### src/rtl/serial_adder.sv
// serial_adder: multi-cycle adder, STEP bits per clock, LSB chunk first.
// Optional add/subtract mode is enabled by defining SERIAL_ADDER_ADDSUB_EN.
//
// Ports:
//   clk    rising-edge clock
//   rst    synchronous active-high reset
//   start  request an operation (sampled only while idle)
//   a, b   WIDTH-bit operands, captured on the accepting edge
//   cin    carry-in, captured on the accepting edge
//   busy   high while an operation is in progress
//   done   one-cycle pulse when sum/carry update
//   sum    last completed result
//   carry  carry-out of bit WIDTH-1 of the last completed result
//   sub    (SERIAL_ADDER_ADDSUB_EN) 1 = compute a - b
//   ovf    (SERIAL_ADDER_ADDSUB_EN) signed overflow of the last result

module serial_adder #(
    parameter int WIDTH = 8,
    parameter int STEP  = 1
) (
    input  logic             clk,
    input  logic             rst,
    input  logic             start,
    input  logic [WIDTH-1:0] a,
    input  logic [WIDTH-1:0] b,
    input  logic             cin,
    output logic             busy,
    output logic             done,
    output logic [WIDTH-1:0] sum,
    output logic             carry
`ifdef SERIAL_ADDER_ADDSUB_EN
    ,
    input  logic             sub,
    output logic             ovf
`endif
);

    localparam int N  = WIDTH / STEP;
    localparam int CW = (N > 1) ? $clog2(N) : 1;

    typedef enum logic {
        IDLE,
        ADD
    } state_t;

    state_t state, state_nxt;

    logic [WIDTH-1:0] op_a, op_b;
    logic [WIDTH-1:0] res, res_nxt;
    logic             run_c;
    logic [CW-1:0]    cnt;
    logic             last;
    int               base;

    logic [STEP-1:0]  a_chunk, b_chunk, slice_s;
    logic [STEP:0]    cv;
    logic             slice_c;

    assign last = (cnt == CW'(N - 1));
    assign busy = (state == ADD);
    assign base = int'(cnt) * STEP;

    always_ff @(posedge clk) begin
        if (rst) begin
            state <= IDLE;
        end else begin
            state <= state_nxt;
        end
    end

    always_comb begin
        state_nxt = state;
        unique case (state)
            IDLE: if (start) state_nxt = ADD;
            ADD:  if (last) state_nxt = IDLE;
        endcase
    end

    // Ripple slice over the current chunk, seeded by the running carry.
    always_comb begin
        a_chunk = op_a[base +: STEP];
        b_chunk = op_b[base +: STEP];
        cv      = '0;
        slice_s = '0;
        cv[0]   = run_c;
        for (int i = 0; i < STEP; i++) begin
            slice_s[i] = a_chunk[i] ^ b_chunk[i] ^ cv[i];
            cv[i+1]    = (a_chunk[i] & b_chunk[i])
                       | (cv[i] & (a_chunk[i] ^ b_chunk[i]));
        end
        slice_c = cv[STEP];
        res_nxt = res;
        res_nxt[base +: STEP] = slice_s;
    end

    always_ff @(posedge clk) begin
        if (rst) begin
            op_a  <= '0;
            op_b  <= '0;
            res   <= '0;
            run_c <= 1'b0;
            cnt   <= '0;
            done  <= 1'b0;
            sum   <= '0;
            carry <= 1'b0;
`ifdef SERIAL_ADDER_ADDSUB_EN
            ovf   <= 1'b0;
`endif
        end else begin
            done <= 1'b0;
            unique case (state)
                IDLE: begin
                    if (start) begin
                        op_a <= a;
                        res  <= '0;
                        cnt  <= '0;
`ifdef SERIAL_ADDER_ADDSUB_EN
                        // Subtract as a + ~b + 1.
                        op_b  <= sub ? ~b : b;
                        run_c <= sub ? 1'b1 : cin;
`else
                        op_b  <= b;
                        run_c <= cin;
`endif
                    end
                end
                ADD: begin
                    res   <= res_nxt;
                    run_c <= slice_c;
                    cnt   <= cnt + 1'b1;
                    if (last) begin
                        sum   <= res_nxt;
                        carry <= slice_c;
                        done  <= 1'b1;
`ifdef SERIAL_ADDER_ADDSUB_EN
                        // Like-signed operands giving an opposite-signed result.
                        ovf <= (op_a[WIDTH-1] == op_b[WIDTH-1])
                             && (res_nxt[WIDTH-1] != op_a[WIDTH-1]);
`endif
                    end
                end
            endcase
        end
    end

endmodule

### config.mk
export PLATFORM = sky130hd
export DESIGN_NAME = serial_adder
export DESIGN_NICKNAME = d
export VERILOG_FILES = /design/src/rtl/serial_adder.sv
export SDC_FILE = /design/constraint.sdc
export NUM_CORES = 1
export LEC_CHECK = 0
export CORE_ASPECT_RATIO = 1.25
export CORE_MARGIN = 2
export CORE_UTILIZATION = 40
export CTS_BUF_LIST = sky130_fd_sc_hd__clkbuf_4 sky130_fd_sc_hd__clkbuf_8 sky130_fd_sc_hd__clkbuf_16
export CTS_CLUSTER_DIAMETER = 120
export CTS_CLUSTER_SIZE = 30
export DETAILED_ROUTE_END_ITERATION = 7
export GPL_ROUTABILITY_DRIVEN = 0
export GPL_TIMING_DRIVEN = 0
export PLACE_DENSITY = 0.68
export SLEW_MARGIN = 20
export SYNTH_ARGS = -nofsm -noshare
export SYNTH_HDL_FRONTEND = slang
export SYNTH_SLANG_ARGS = --single-unit
export TNS_END_PERCENT = 50
### constraint.sdc
create_clock -name clk -period 5.26 [get_ports clk]
set_clock_uncertainty 0.2 [all_clocks]
set_input_delay 1.052 -clock clk [delete_from_list [all_inputs] [get_ports clk]]
set_output_delay 1.052 -clock clk [all_outputs]
set_load 0.05 [all_outputs]
==> results of run 1 <==
[worst max path at each step]
| stage | startpoint | to | cells past startpoint | slack (ns) |
|---|---|---|---|---|
| 2_1_floorplan | cnt[0]$_SDFFE_PP0P_ | res[2]$_SDFFE_PP0P_ | 8 | 2.46 |
| 3_3_place_gp | cnt[0]$_SDFFE_PP0P_ | res[6]$_SDFFE_PP0P_ | 8 | 2.09 |
| 3_5_place_dp | cnt[0]$_SDFFE_PP0P_ | res[2]$_SDFFE_PP0P_ | 8 | 2.06 |
| 4_1_cts | cnt[0]$_SDFFE_PP0P_ | res[6]$_SDFFE_PP0P_ | 8 | 2.03 |
| 5_1_grt | cnt[0]$_SDFFE_PP0P_ | res[6]$_SDFFE_PP0P_ | 8 | 1.87 |
| 6_report | cnt[0]$_SDFFE_PP0P_ | res[6]$_SDFFE_PP0P_ | 8 | 2.08 |
[worst max-delay path: cells and delay by family, from the launching register on]
kind	cells	cell delay, ns
DFF	1	0.42
AOI/OAI and AO/OA	1	0.34
and+or+nand+nor	2	0.57
muxes	2	0.71
buffers and inverters	2	0.35
adders and majority gates	1	0.49
[per-stage QoR]
step / total power, W / cells
floorplan: 0.000376 / 210
global placement: 0.000405 / 298
detailed placement: 0.000406 / 298
CTS: 0.000592 / 304
global route: 0.000614 / 304
finish: 0.000585 / 304
[Yosys cell counts]
library cell,number,area share (%)
and2_1,1,0.32
nand4_1,4,1.3
a311o_1,1,0.51
nand3_4,1,0.89
nor3b_1,3,1.1
o41ai_1,2,0.89
a21oi_1,21,5.4
o2111ai_1,4,1.8
nor4b_2,3,2.3
dfxtp_1,39,40
o311ai_1,7,3.1
inv_1,5,0.96
mux2_1,2,1.1
a21oi_2,1,0.45
clkbuf_1,3,0.57
buf_2,8,2.0
inv_2,2,0.38
nor2_1,7,1.3
o211ai_1,7,2.7
nor2_2,1,0.32
mux2i_1,2,1.0
clkinv_2,1,0.25
o31ai_1,2,0.76
or4b_4,1,0.70
nand2b_1,2,0.64
ha_1,7,4.5
nand3_1,2,0.51
o21a_1,1,0.38
nand2_1,43,8.2
a211oi_1,2,0.76
nand4b_1,3,1.3
buf_6,3,1.7
buf_4,2,0.76
o21ai_1,1,0.25
nor2b_1,2,0.64
a32oi_1,1,0.45
o31ai_4,2,2.2
mux4_2,4,4.6
and3_1,3,0.96
fa_1,1,1.0
o21ai_0,2,0.51
o31ai_2,1,0.64
[state kept, by name, summed over array words and instances, names as in the netlist]
name	cells
busy	1
carry	1
cnt	3
done	1
op_a	8
op_b	8
res	8
run_c	1
sum	8
[metal layers]
layer / global-route usage, % / share of wire [%] / up-vias
met4: 5.51 / 1.1 / 0
met2: 29.6 / 51 / 38
met3: 4.34 / 3.7 / 4
met1: 18.5 / 45 / 752
li1: - / - / 834
met5: 0 / 0 / -
[report_power, final]
| group | internal, W | switching (W) | total, W |
|---|---|---|---|
| Clock | 0.0000935 | 0.0000930 | 0.000186 |
| Combinational | 0.0000388 | 0.0000502 | 0.0000891 |
| Sequential | 0.000304 | 0.00000491 | 0.000309 |
| Total | 0.000437 | 0.000148 | 0.000585 |
[cells in the final DEF, fill, tap and decap left out, drive strengths merged]
cell | synthesis | final
nand2 | 43 | 43
dfxtp | 39 | 39
clkdlybuf4s50 | 0 | 28
a21oi | 22 | 22
buf | 13 | 13
clkbuf | 3 | 9
nor2 | 8 | 8
o211ai | 7 | 7
o311ai | 7 | 7
ha | 7 | 7
inv | 7 | 7
o31ai | 5 | 5
mux4 | 4 | 4
o2111ai | 4 | 4
nand4 | 4 | 4
nand4b | 3 | 3
and3 | 3 | 3
nor4b | 3 | 3
nor3b | 3 | 3
nand3 | 3 | 3
o21ai | 3 | 3
mux2i | 2 | 2
nor2b | 2 | 2
nand2b | 2 | 2
o41ai | 2 | 2
mux2 | 2 | 2
a211oi | 2 | 2
clkinv | 1 | 1
o21a | 1 | 1
or4b | 1 | 1
a311o | 1 | 1
a32oi | 1 | 1
and2 | 1 | 1
fa | 1 | 1
[logic make-up after synthesis]
logic type | share of synthesized area [%]
adders and majority gates | 5.48
DFF | 39.8
muxes | 6.76
AOI/OAI and AO/OA | 20.7
and+or+nand+nor | 20.6
buffers and inverters | 6.69
[layout make-up]
type                    instances  area share [%]
repair buffers                 28            11.7
clock buffers                   6            3.19
well taps                      60            3.13
inverters                       8            1.31
multi-input cells             147            43.9
plain buffers                  16            4.18
flip-flops and latches         39            32.6
==> impl_metrics.tcl, run 1 <==
set metrics [dict create \
    die_width_microns 66.7 \
    synthesis.nets 238 \
    whs_ns 0.247 \
    cap_violations 0 \
    cts_buffers 5 \
    setup_viol 0 \
    cts_htree_levels 2 \
    syn-instance-count 210 \
    wl_mm 3.99 \
    synthesis.area_sq_um 1960 \
    crit_required_ns 5.25 \
    postPlaceCellArea_sq_um 2320 \
    ir_drop_uv 145 \
    fin_area_sq_um 2390 \
    via_count 1628 \
    hpwlAfterDp_mm 3.04 \
    r2r_end "res[6]$_SDFFE_PP0P_" \
    slew_viol_final 0 \
    path_cells "buf_6 > buf_6 > mux4_2 > mux2i_1 > fa_1 > nor2_1 > nand3_1 > o41ai_1" \
    hp-class "reg -> reg" \
    wl_per_cell_microns 13.1 \
    period_share_pct 60.5 \
    synth_seq_cells 39 \
    drtPass1Iterations 4 \
    critical_path_class "reg -> reg" \
    fp-row-count 28 \
    worst_pin_slew_ns 0.575 \
    num_antenna_cells 0 \
    syn2layout_area_growth_pct 22.0 \
    r2r_start "cnt[0]$_SDFFE_PP0P_" \
    overflow 0 \
    slowest_stage "mux4_2" \
    post_cts_resized 0 \
    cpMostUsedCell "buf_6" \
    fin_nets 273 \
    synth.avg_cell_area_sq_um 9.35 \
    arrival_ns 3.17 \
    finish.utilization_pct 50.6 \
    synth_cell_types 42 \
    slew_headroom_pct 61.4 \
    antenna_found_initial 0 \
    fmax_mhz 314 \
    dp_slack_ns 2.06 \
    path_max_fanout 10 \
    drive_gt1_share_pct 14.8 \
    root_buffer "clkbuf_8" \
    worst_slack_ns 2.08 \
    power_density_nw_per_um2 244 \
    rrSetupSlack_ns 2.08 \
    worst_setup_path_start_kind "flip-flop" \
    rsz0062_at_grt "no" \
    grt_pass1_vias 1504 \
    hold_viol 0 \
    viasPerCell 5.36 \
    seq_area_frac_synth_pct 39.8 \
    drc 0 \
    status "finished, final reports clean" \
    ff2ff_path_depth 8 \
    fillers 471 \
    cts_buffer_depth 2 \
    die_h_microns 82.3 \
    hp-start "sum[1]$_SDFFE_PP0P_" \
    grt_pass1_wl_mm 6.98 \
    pin_count 31 \
    yosys_warnings 0 \
    regArea_sq_um 781 \
    clock_latency_ns 0.28 \
    multi_input_area_sq_um 1050 \
    fin_setup_tns_ns 0 \
    fp.coreArea_sq_um 4730 \
    grt_start_max_net_pins 11 \
    clock-sinks 39 \
    whs_endpoint "sum[1]$_SDFFE_PP0P_" \
    numPortBuffers 28 \
    cts_setup_buffers 0 \
    start_util_pct 41.5 \
    fin_crit_ns 3.18 \
    worstHoldPathCells 2 \
    groute.usage.overall_pct 16.4 \
    initialDrtViolationCount 64 \
    end_kind "flip-flop" \
    clkTransAtPathRegs_ns 0.07 \
    slowest_delay_ns 0.50 \
    ant_nets 0 \
    p_leak_nw 0.847 \
    cts_hold_buffers 0 \
    cts_tree "done" \
    dieArea_sq_um 5490 \
]
Note: power is estimated with default switching activity, not from simulation.
==> run 2, diff against run 1 <==
==> constraint.sdc (replaced) <==
create_clock -name clk -period 3.15 [get_ports clk]
set_clock_uncertainty 0.2 [all_clocks]
set_input_delay 0.63 -clock clk [delete_from_list [all_inputs] [get_ports clk]]
set_output_delay 0.63 -clock clk [all_outputs]
set_load 0.05 [all_outputs]
==> run 2 against run 1 <==
Clock power rose by 67%. First-iteration DRC count rose by 34%. Critical path depth did not move. Worst hold slack barely moved. Largest power group unchanged. Routed wire length rose by 0.18%. Fmax rose by 7.6%. Setup slack got worse by 1.9 ns.
==> impl_metrics.tcl, run 2 (synthesis gave the netlist of run 1 again) <==
set metrics [dict create \
    worst_setup_path_start_kind "flip-flop" \
    clock-sinks 39 \
    start_util_pct 41.5 \
    worst_slack_ns 0.194 \
    p_leak_nw 0.847 \
    num_antenna_cells 0 \
    final_common_cell "nand2_1" \
    wl_per_cell_microns 13.2 \
    initialDrtViolationCount 86 \
    clock_latency_ns 0.28 \
    postPlaceCellArea_sq_um 2320 \
    layout_common_cells "nand2_1 (43), dfxtp_1 (39), clkdlybuf4s50_1 (28)" \
    slew_viol_final 0 \
    fin_nets 273 \
    status "finished, final reports clean" \
    antenna_found_initial 0 \
    drc 0 \
    die_h_microns 82.3 \
    grt_pass1_vias 1498 \
    fp-row-count 28 \
    cts_tree "done" \
    dp_slack_ns -0.0539 \
    cts_setup_buffers 0 \
    finish.utilization_pct 50.8 \
    via_count 1654 \
    cts_htree_levels 2 \
    overflow 0 \
    setup_viol 0 \
    worst_pin_slew_ns 0.577 \
    groute.usage.overall_pct 16.5 \
    fp.coreArea_sq_um 4730 \
    end_kind "flip-flop" \
    fillers 473 \
    cts_buffer_depth 2 \
    critical_path_class "reg -> reg" \
    root_buffer "clkbuf_8" \
    fmax_mhz 338 \
    wl_mm 4.00 \
    hold_viol 0 \
    drtPass1Iterations 4 \
    cap_violations 0 \
    fin_crit_ns 2.96 \
    die_width_microns 66.7 \
    slew_headroom_pct 61.3 \
    numPortBuffers 28 \
    cts_buffers 5 \
    path_max_fanout 10 \
    power_density_nw_per_um2 408 \
    clkTransAtPathRegs_ns 0.07 \
    finalPower_w 0.000980 \
    hpwlAfterDp_mm 3.04 \
    rsz0062_at_grt "no" \
    crit_required_ns 3.14 \
    syn2layout_area_growth_pct 22.4 \
    regArea_sq_um 781 \
    grt_start_max_net_pins 11 \
    drive_gt1_share_pct 15.2 \
    arrival_ns 2.94 \
    dieArea_sq_um 5490 \
    ant_nets 0 \
    grt_pass1_wl_mm 7.02 \
    fin_area_sq_um 2400 \
    ir_drop_uv 243 \
    period_share_pct 93.8 \
    pin_count 31 \
    multi_input_area_sq_um 1060 \
    hp-class "reg -> reg" \
    viasPerCell 5.44 \
]
run 2: cell count changes in the layout (fill, tap and decap cells not counted):
cell / change
nor2_4: +1
nor2_1: -1
run 2: worst paths after layout:
path | start | to | slack (ns) | depth (start not counted)
max | cnt[0]$_SDFFE_PP0P_ | res[6]$_SDFFE_PP0P_ | 0.19 | 8
min | sum[1]$_SDFFE_PP0P_ | sum[1]$_SDFFE_PP0P_ | 0.25 | 2
min reg2reg | sum[1]$_SDFFE_PP0P_ | sum[1]$_SDFFE_PP0P_ | 0.25 | 2
max reg2reg | cnt[0]$_SDFFE_PP0P_ | res[6]$_SDFFE_PP0P_ | 0.19 | 8
run 2: repair_timing:
item | CTS | global route
pin swaps | 0 | 1
setup endpoints to repair | 9 | 6
hold buffers | 0 | 0
endpoints found under the hold margin | 0 | 0
gates resized for setup | 1 | 1
run 2: critical path, cell delays in order, from the launching register on:
cell and delay, ns:
dfxtp_1 0.42, buf_6 0.19, buf_6 0.16, mux4_2 0.50, mux2i_1 0.21, fa_1 0.52, nor2_4 0.20, nand3_1 0.13
o41ai_1 0.33
run 2: stage by stage:
stage,std cells,TNS [ns],hold WS (ns)
6_report,304,0,0.247
5_1_grt,304,0,0.272
4_1_cts,304,0,0.250
3_5_place_dp,298,-0.118,0.240
3_3_place_gp,298,-0.0178,0.238
2_1_floorplan,210,0,0.233
run 2: cell type report:
cell class              count  share of cell area [%]
multi-input cells         147                    44.1
flip-flops and latches     39                    32.5
repair buffers             28                    11.7
plain buffers              16                    4.17
clock buffers               6                    3.18
well taps                  60                    3.13
inverters                   8                    1.30
run 2: routing by layer:
metal  wire [microns]  vias up  global-route usage (%)
li1                 -      835                       -
met1             1740      757                    18.7
met2             2020       58                    30.0
met3              195        4                    4.20
met4               42        0                    5.10
met5                0        -                       0
run 2: report_power, final:
group / leakage, nW / switching, W / internal (W)
sequential: 0.317 / 0.00000817 / 0.000508
combinational: 0.489 / 0.0000868 / 0.0000660
clock: 0.0406 / 0.000155 / 0.000156
